===== src/rtl/chroma_downsampling_controller_pkg.sv =====
// Shared definitions for the chroma downsampling controller.
//   state_t    : controller FSM state (also exported on dbg_state)
//   DEF_*      : default frame geometry and sample width
//   cnt_width  : counter/address width for a range of n values (minimum 1 bit)
package downsampling_pkg;

  typedef enum logic [1:0] {
    IDLE     = 2'd0,
    RUN_EVEN = 2'd1,
    RUN_ODD  = 2'd2,
    DRAIN    = 2'd3
  } state_t;

  localparam int DEF_IMG_W = 320;
  localparam int DEF_IMG_H = 240;
  localparam int DEF_DW    = 8;

  function automatic int cnt_width(input int n);
    return (n <= 2) ? 1 : $clog2(n);
  endfunction

endpackage


===== src/rtl/chroma_downsampling_controller_line_buffer.sv =====
// ds_line_buffer: one row of horizontally decimated samples.
//   clk    : write clock
//   we     : write enable
//   waddr  : write address
//   wdata  : write data
//   raddr  : asynchronous read address
//   rdata  : asynchronous read data
// No reset: contents are always written in an even row before being read in
// the following odd row.
module ds_line_buffer #(
  parameter int DEPTH = 160,
  parameter int AW    = 8,
  parameter int DW    = 8
) (
  input  logic          clk,
  input  logic          we,
  input  logic [AW-1:0] waddr,
  input  logic [DW-1:0] wdata,
  input  logic [AW-1:0] raddr,
  output logic [DW-1:0] rdata
);

  logic [DW-1:0] mem [DEPTH];

  always_ff @(posedge clk) begin
    if (we) mem[waddr] <= wdata;
  end

  assign rdata = mem[raddr];

endmodule


===== src/rtl/chroma_downsampling_controller.sv =====
// chroma_downsampling_controller: streaming 4:4:4 -> 4:2:0 chroma decimator.
// One chroma plane arrives raster-scan; each odd column produces a horizontal
// [1 2 1]/4 value. Even rows park it in the line buffer, odd rows average it
// with the parked value and emit one output sample.
//   clk, rst          : clock, asynchronous active-high reset
//   start             : begins a frame when IDLE
//   in_valid/in_ready/in_data            : input sample stream
//   out_valid/out_ready/out_data         : decimated sample stream
//   out_eol, out_eof  : last sample of output row / frame
//   busy              : high while consuming input rows
//   done              : one-cycle pulse after the last output is accepted
//   dbg_state         : current FSM state
//
// Handshake: a transfer happens on a cycle where valid & ready are both high.
// A producer holds valid and its data stable until the transfer; ready may
// change freely. out_* hold while out_valid & !out_ready, and in_ready stays
// low so no new output can overwrite the pending one.
module chroma_downsampling_controller
  import downsampling_pkg::*;
#(
  parameter int IMG_W = DEF_IMG_W,
  parameter int IMG_H = DEF_IMG_H,
  parameter int DW    = DEF_DW
) (
  input  logic          clk,
  input  logic          rst,
  input  logic          start,
  input  logic          in_valid,
  output logic          in_ready,
  input  logic [DW-1:0] in_data,
  output logic          out_valid,
  input  logic          out_ready,
  output logic [DW-1:0] out_data,
  output logic          out_eol,
  output logic          out_eof,
  output logic          busy,
  output logic          done,
  output state_t        dbg_state
);

  localparam int COL_W = cnt_width(IMG_W);
  localparam int ROW_W = cnt_width(IMG_H);
  localparam int AW    = COL_W - 1;

  state_t            state;
  logic [COL_W-1:0]  col;
  logic [ROW_W-1:0]  row;
  logic [DW-1:0]     tap_even;   // p[c-1] when c is odd
  logic [DW-1:0]     tap_odd;    // p[c-2] when c is odd (c >= 3)

  logic              xfer;
  logic              last_col;
  logic              last_row;
  logic [DW-1:0]     left_tap;
  logic [DW+1:0]     h_sum;
  logic [DW-1:0]     h_val;
  logic [DW-1:0]     lb_rdata;
  logic [DW:0]       v_sum;
  logic              lb_we;
  logic [AW-1:0]     lb_addr;

  assign busy      = (state == RUN_EVEN) || (state == RUN_ODD);
  assign in_ready  = busy & (~out_valid | out_ready);
  assign xfer      = in_valid & in_ready;
  assign last_col  = (col == COL_W'(IMG_W - 1));
  assign last_row  = (row == ROW_W'(IMG_H - 1));
  assign dbg_state = state;

  // Column 1 has no p[-1]; replicate p[0], which is the even tap there.
  assign left_tap = (col == COL_W'(1)) ? tap_even : tap_odd;
  assign h_sum    = {2'b00, left_tap} + {1'b0, tap_even, 1'b0}
                  + {2'b00, in_data} + (DW+2)'(2);
  assign h_val    = h_sum[DW+1:2];
  assign v_sum    = {1'b0, lb_rdata} + {1'b0, h_val} + (DW+1)'(1);

  assign lb_addr  = col[COL_W-1:1];
  assign lb_we    = xfer & col[0] & (state == RUN_EVEN);

  ds_line_buffer #(
    .DEPTH (IMG_W / 2),
    .AW    (AW),
    .DW    (DW)
  ) u_line_buffer (
    .clk   (clk),
    .we    (lb_we),
    .waddr (lb_addr),
    .wdata (h_val),
    .raddr (lb_addr),
    .rdata (lb_rdata)
  );

  always_ff @(posedge clk or posedge rst) begin
    if (rst) begin
      state     <= IDLE;
      col       <= '0;
      row       <= '0;
      tap_even  <= '0;
      tap_odd   <= '0;
      out_valid <= 1'b0;
      out_data  <= '0;
      out_eol   <= 1'b0;
      out_eof   <= 1'b0;
      done      <= 1'b0;
    end else begin
      done <= 1'b0;
      if (out_valid && out_ready) out_valid <= 1'b0;

      case (state)
        IDLE: begin
          if (start) begin
            state <= RUN_EVEN;
            col   <= '0;
            row   <= '0;
          end
        end

        RUN_EVEN, RUN_ODD: begin
          if (xfer) begin
            if (col[0]) tap_odd  <= in_data;
            else        tap_even <= in_data;

            // A new output may load in the same cycle the previous one is
            // accepted, since in_ready already required out_ready.
            if (col[0] && (state == RUN_ODD)) begin
              out_valid <= 1'b1;
              out_data  <= v_sum[DW:1];
              out_eol   <= last_col;
              out_eof   <= last_col & last_row;
            end

            if (last_col) begin
              col <= '0;
              if (last_row) begin
                row   <= '0;
                state <= DRAIN;
              end else begin
                row   <= row + ROW_W'(1);
                state <= (state == RUN_EVEN) ? RUN_ODD : RUN_EVEN;
              end
            end else begin
              col <= col + COL_W'(1);
            end
          end
        end

        DRAIN: begin
          // The last odd-row transfer always leaves a pending output here.
          if (out_valid && out_ready) begin
            state <= IDLE;
            done  <= 1'b1;
          end
        end

        default: state <= IDLE;
      endcase
    end
  end

endmodule


===== config.mk =====
export PLATFORM = sky130hd
export DESIGN_NAME = chroma_downsampling_controller
export DESIGN_NICKNAME = d
export VERILOG_FILES = /design/src/rtl/chroma_downsampling_controller_pkg.sv /design/src/rtl/chroma_downsampling_controller_line_buffer.sv /design/src/rtl/chroma_downsampling_controller.sv
export SDC_FILE = /design/constraint.sdc
export NUM_CORES = 1
export LEC_CHECK = 0
export BUFFER_PORTS_ARGS = -buffer_cell sky130_fd_sc_hd__buf_2
export CORE_ASPECT_RATIO = 1.1
export CORE_MARGIN = 4
export CORE_UTILIZATION = 35
export CTS_BUF_LIST = sky130_fd_sc_hd__clkbuf_8
export DETAILED_ROUTE_END_ITERATION = 12
export PLACE_DENSITY_LB_ADDON = 0.1
export SETUP_SLACK_MARGIN = 0.4
export SYNTH_ARGS = -nofsm -noshare
export SYNTH_HDL_FRONTEND = slang
export SYNTH_SLANG_ARGS = --single-unit

===== constraint.sdc =====
create_clock -name clk -period 15.8 [get_ports clk]
set_input_delay 3.16 -clock clk [delete_from_list [all_inputs] [get_ports clk]]
set_output_delay 3.16 -clock clk [all_outputs]
set_load 0.01 [all_outputs]

; Word level (Yosys, flattened, before mapping)
; Memory sizes are Yosys's and may differ from the RTL's.
; Cells that the tools add are included.
[totals]
mem_bits_rw = 1280
inputBits = 13
mem_count = 1
wordCells = 73
ff_bits = 47
output_inout_bits = 16
[memory_table]
columns = memory, depth, width, rd, rd_clocked_by_memory_dff, wr, line
row1 = u_line_buffer.mem, 160, 8, 1, 0, 1, chroma_downsampling_controller_line_buffer.sv:23  ; logic [DW-1:0] mem [DEPTH];
[op_classes]
eq_ne = 10
n_mux = 25
n_reduce_logical = 12
n_bitwise = 8
n_addsub = 7
[ops]
columns = operator, count
row1 = 8-bit two-way mux, 5
row2 = 9-bit two-way mux, 3
row3 = "9-bit by 1-bit adder with 9-bit output, second input constant", 2
row4 = 9-bit one-hot mux with 2 select lines, 1
row5 = 8-bit one-hot mux with 2 select lines, 1
row6 = 2-bit two-way mux, 6
row7 = 3-bit AND reduction, 4
row8 = "10-bit by 2-bit adder with 10-bit output, second input constant", 1
row9 = 10-bit by 8-bit adder with 10-bit output, 1
row10 = 8-bit by 9-bit adder with 10-bit output, 1
row11 = 8-bit by 8-bit adder with 9-bit output, 1
row12 = "9-bit by 1-bit == test with 1-bit output, second input constant", 1
row13 = "9-bit == test, second input constant", 1
row14 = "8-bit by 1-bit adder with 8-bit output, second input constant", 1
row15 = "8-bit == test, second input constant", 1
row16 = 1-bit two-way mux, 8
row17 = "2-bit inequality test, second input constant", 4
row18 = 4-bit AND reduction, 2
row19 = 2-bit one-hot mux with 3 select lines, 1
row20 = 1-bit bitwise AND, 5
row21 = "2-bit == test, second input constant", 2
row22 = "2-bit by 1-bit == test with 1-bit output, second input constant", 1
row23 = 1-bit logical AND, 2
row24 = 2-bit zero test, 1
row25 = 5 further kinds, 6

; Depth between registers and ports, before layout
[depth]
ltp_word = 8
mapped_depth = 30
depth_no_buf = 23

; By module
; A second synthesis with hierarchy kept.
[unflattened]
hier_cells = 2810
hier_area_um2 = 53403.7
[by_module_without_submodules]
columns = module, instances, cells_each, area_per_inst_um2
row1 = ds_line_buffer, 1, 2481, 50221.9
row2 = chroma_downsampling_controller, 1, 329, 3181.8

; Worst setup path before layout
; No wires, ideal clock.
[synth_timing]
kind = input to register
startpoint = in in_data[1]
endpoint = reg out_data[4]
required_ns = 15.731
path_slack_ns = 2.686
arrival_ns = 13.046
path_stages = 15
cell_sequence = inv_1 > ha_1 > inv_1 > ha_1 > a21boi_0 > o21ai_0 > a21boi_0 > o21ai_0 > a21boi_0 > o21ai_0 > a211oi_1 > ha_1 > or3b_2 > or4_1 > nand3_1
[synth_between]
elab_chain_cells = 4
[synth_rtl]
columns = item, line
row1 = from (decl), chroma_downsampling_controller.sv:30  ; input logic [DW-1:0] in_data,
row2 = 10-bit by 8-bit adder with 10-bit output, chroma_downsampling_controller.sv:72  ; + {2'b00, in_data} + (DW+2)'(2);
row3 = 10-bit by 2-bit adder with 10-bit output, chroma_downsampling_controller.sv:72
row4 = via h_sum[7], chroma_downsampling_controller.sv:55  ; logic [DW+1:0] h_sum;
row5 = 8-bit by 8-bit adder with 9-bit output, chroma_downsampling_controller.sv:74  ; assign v_sum = {1'b0, lb_rdata} + {1'b0, h_val} + (DW+1)'(1);
row6 = 9-bit by 1-bit adder with 9-bit output, chroma_downsampling_controller.sv:74
row7 = to (signal assigned), chroma_downsampling_controller.sv:126  ; out_data <= v_sum[DW:1];
row8 = to (decl), chroma_downsampling_controller.sv:33  ; output logic [DW-1:0] out_data,
; The timed path passes the listed nets, and every way through them passes these cells.
; A chain may end at the register's enable or synchronous reset.

; Final worst setup path
[layout_timing]
startpoint = reg col[1]
endpoint = reg out_data[4]
[layout_between]
elab_chain_cells = 7
[layout_rtl]
columns = item, line
row1 = from (decl), chroma_downsampling_controller.sv:46  ; logic [COL_W-1:0] col;
row2 = from (signal assigned), chroma_downsampling_controller.sv:141  ; col <= col + COL_W'(1);
row3 = 9-bit by 1-bit == test with 1-bit output, chroma_downsampling_controller.sv:70  ; assign left_tap = (col == COL_W'(1)) ? tap_even : tap_odd;
row4 = 8-bit two-way mux, chroma_downsampling_controller.sv:70
row5 = 8-bit by 9-bit adder with 10-bit output, chroma_downsampling_controller.sv:71  ; assign h_sum = {2'b00, left_tap} + {1'b0, tap_even, 1'b0}
row6 = 10-bit by 8-bit adder with 10-bit output, chroma_downsampling_controller.sv:72
row7 = 10-bit by 2-bit adder with 10-bit output, chroma_downsampling_controller.sv:72
row8 = via h_sum[7], chroma_downsampling_controller.sv:55
row9 = 8-bit by 8-bit adder with 9-bit output, chroma_downsampling_controller.sv:74
row10 = 9-bit by 1-bit adder with 9-bit output, chroma_downsampling_controller.sv:74
; The timed path passes the listed nets, and every way through them passes these cells.

==> impl_metrics.ini <==
[global_route]
track_usage_pct = 18.1
grt_max_degree = 162
antenna_found_initial = 6
grt_overflow = 0
grt_pass1_vias = 27100
grt_pass1_wl_um = 203000

[cells_and_area]
syn_to_final_growth_pct = 12.4
drive_above_1_share_pct = 27.9
final_nets = 2677

[power_and_ir_drop]
clkPwrFrac_pct = 41.3
combPwrFrac_pct = 1.2
ir_worst_vdd_mv = 0.0837
power_switching_mw = 1.46
power.internal_mw = 5.27
netSwitchingFraction_pct = 21.6
pwr-share-seq_pct = 57.4
leakage_nw = 17.7
p_per_area_nw_per_um2 = 114

[synthesis]
synthSimpleGateAreaFrac_pct = 3.15
synthMuxAreaShare_pct = 17.7
synthArstFlopShare_pct = 3.54
netlist_top_cells_area = edfxtp_1, mux4_2, dfrtp_1, nor2_1, nand2_1
synth_seq_cells = 1327
synthAdderAreaFrac_pct = 0.814
synth_top_area_share_pct = 73.1
ys.flop_type = edfxtp_1
ys_types = 60
synth-xor-area-share_pct = 0.233
synth_compound_area_share_pct = 1.35
synth_top_family_by_area = multiplexers
syn_nets = 2495
synth_area_leader_cell = edfxtp_1
yosysMostFrequentCell = edfxtp_1
synthCells = 2452
synth_commonest_cells = edfxtp_1, mux4_2, nor2_1
yosysWarnings = 0
ys_seq_area_share_pct = 75.3
synth_edf_count = 1280
syn_avg_cell_area_sq_um = 21.4
syn-cell-area_sq_um = 52600

[worst_setup_path]
endpoint_kind = flop
critPathKind = flop to flop
cp_slowest_cell = dfrtp_4
cp.required_ns = 16.64
crit_chain = inv_1, ha_1, nor4b_1, nand2_1, mux2_2, fa_1, ha_1, o21ai_0, a21boi_0, o21ai_0, a21boi_0, o21ai_0, a211oi_4, buf_4, ha_1, or3b_2, or4_1, nand3_1
ff2ff_path_depth = 18
r2r_slack_ns = 8.66
arrival_ns = 7.98
rr_endpoint = out_data[4]
cpLargestDelayFamily = simple AND/OR/NAND/NOR gates
startpoint_type = flop
r2r-start = col[1]
cpPeakStageDelay_ns = 0.71
critical_path_buf_inv_count = 2
path_max_fanout = 82

[place]
io_buffers = 28
dp_slack_ns = 8.06
hpwlAfterDp_um = 84100
gp_congestion = 0.775

[cts]
cts_buffer_depth = 3
insertion_delay_ns = 0.94
cts.htree.levels = 4
cts_resized = 0
clkTransAtPathRegs_ns = 0.07
post_cts_buffers = 0
cts_buffers = 219
cts_root_buffer = clkbuf_8
cts_tree = built
ctsHoldBuffers = 0
cts_sinks = 1327

[sta]
setup_violations = 0
rsz0062_at_grt = no
hold_viol_final = 0
setup_slack_ns = 8.66
skew_ns = 0.0540
holdWs_ns = 0.482
slew_violations = 0
fin_tns_setup_ns = 0
period_needed_ns = 7.14
worst_pin_slew_ns = 1.21
fmax_mhz = 140
slew_headroom_pct = 19.1
min_period_over_period_pct = 45.2

[worst_hold_path]
whs_path_depth = 2
hold_class = flop to flop
min-delay-start = out_eol
holdPathEnd = out_eol

[floorplanning]
initial_utilization_pct = 35.4
core_sq_um = 149000
dieArea_sq_um = 157000
fp-row-count = 148
die_h_um = 415
io_pins = 29
die_x_um = 378

[route]
firstDrtPassIters = 5
drc = 0
detail-route-antenna-nets = 0
avgRoutedWirePerCell_um = 29.5
routed_wl_um = 141000
dr_total_vias = 25300
via_per_inst = 5.32
first_iter_violations = 2027

[job]
cap_violations = 0

[run_status]
outcome = complete, no violations
## per-stage QoR
stage	utilization, %	cells	power (mW)	cell area [sq um]
CTS	39.7	4757	6.83	59100
detailed placement	37.1	4363	4.03	55100
floorplan	-	2452	3.99	52600
global route	39.8	4758	7.00	59100
finish	39.8	4760	6.73	59100
global placement	37.1	4363	4.02	55100
## cells by family (layout without fill, tap and decap cells)
family | count (synthesis) | count (layout)
AOI/OAI and AO/OA | 110 | 110
xor gates and xnor gates | 14 | 14
adders and majority gates | 30 | 30
buffers and inverters | 153 | 508
DFF | 1327 | 1327
muxes | 438 | 438
other | 0 | 3
and+or+nand+nor | 380 | 380
## layer usage
| metal | share of wire (%) | track usage (%) | vias up |
|---|---|---|---|
| li1 | - | - | 10600 |
| met1 | 42 | 23.7 | 13800 |
| met2 | 50 | 30.2 | 667 |
| met3 | 4.6 | 3.63 | 253 |
| met4 | 3.2 | 5.90 | 0 |
| met5 | 0 | 0 | - |
## cell type report
class | count | area, sq um
fillers | 13300 | 89600
well taps | 1950 | 2440
inverters | 24 | 95.1
clock inverters | 174 | 945
clock buffers | 220 | 3030
flip-flops and latches | 1327 | 39600
repair buffers | 90 | 681
multi-input cells | 972 | 12300
diodes | 3 | 7.51
## sequential cells by signal, indices dropped and copies added, names as in the netlist, 2 cells and up
name,cells
col,9
dbg_state,2
out_data,8
row,8
tap_even,8
tap_odd,8
u_line_buffer.mem,1280
## cell usage in the layout (no fill, tap or decap), types with 14 or more instances in the layout
cell type	n
o21ai_0	34
mux4_2	392
buf_2	28
ha_1	23
mux2_2	17
nand2_1	86
edfxtp_1	1280
buf_4	56
clkinv_2	23
mux2i_1	29
clkbuf_8	220
nor2_1	198
clkinv_1	70
nand3_1	27
nor2b_1	14
inv_1	82
dfrtp_1	43
a21oi_1	17
## how the worst max path moves through the flow
stage,start,end,slack (ns),depth (start not counted)
6_report,col[1],out_data[4],8.66,18
5_1_grt,col[1],out_data[7],8.09,19
4_1_cts,col[1],out_data[7],8.55,17
3_5_place_dp,in_data[1],out_data[4],8.06,17
3_3_place_gp,in_data[1],out_data[4],8.08,17
2_1_floorplan,in_data[1],out_data[4],2.69,15
## power groups by stage
stage | clock network (mW) | registers (mW) | logic (mW)
after CTS | 2.88 | 3.87 | 0.0879
after detailed placement | 0 | 3.94 | 0.0881
after floorplan | 0 | 3.95 | 0.0394
after global routing | 3.04 | 3.86 | 0.0936
after global placement | 0 | 3.94 | 0.0820
final | 2.78 | 3.87 | 0.0840
## tightest hold or removal path, stage by stage, from the launching register on
cell and delay, ns:
dfrtp_1 0.34, nand2_1 0.05, o21ai_0 0.06
Power figures use the tool's default switching activity.
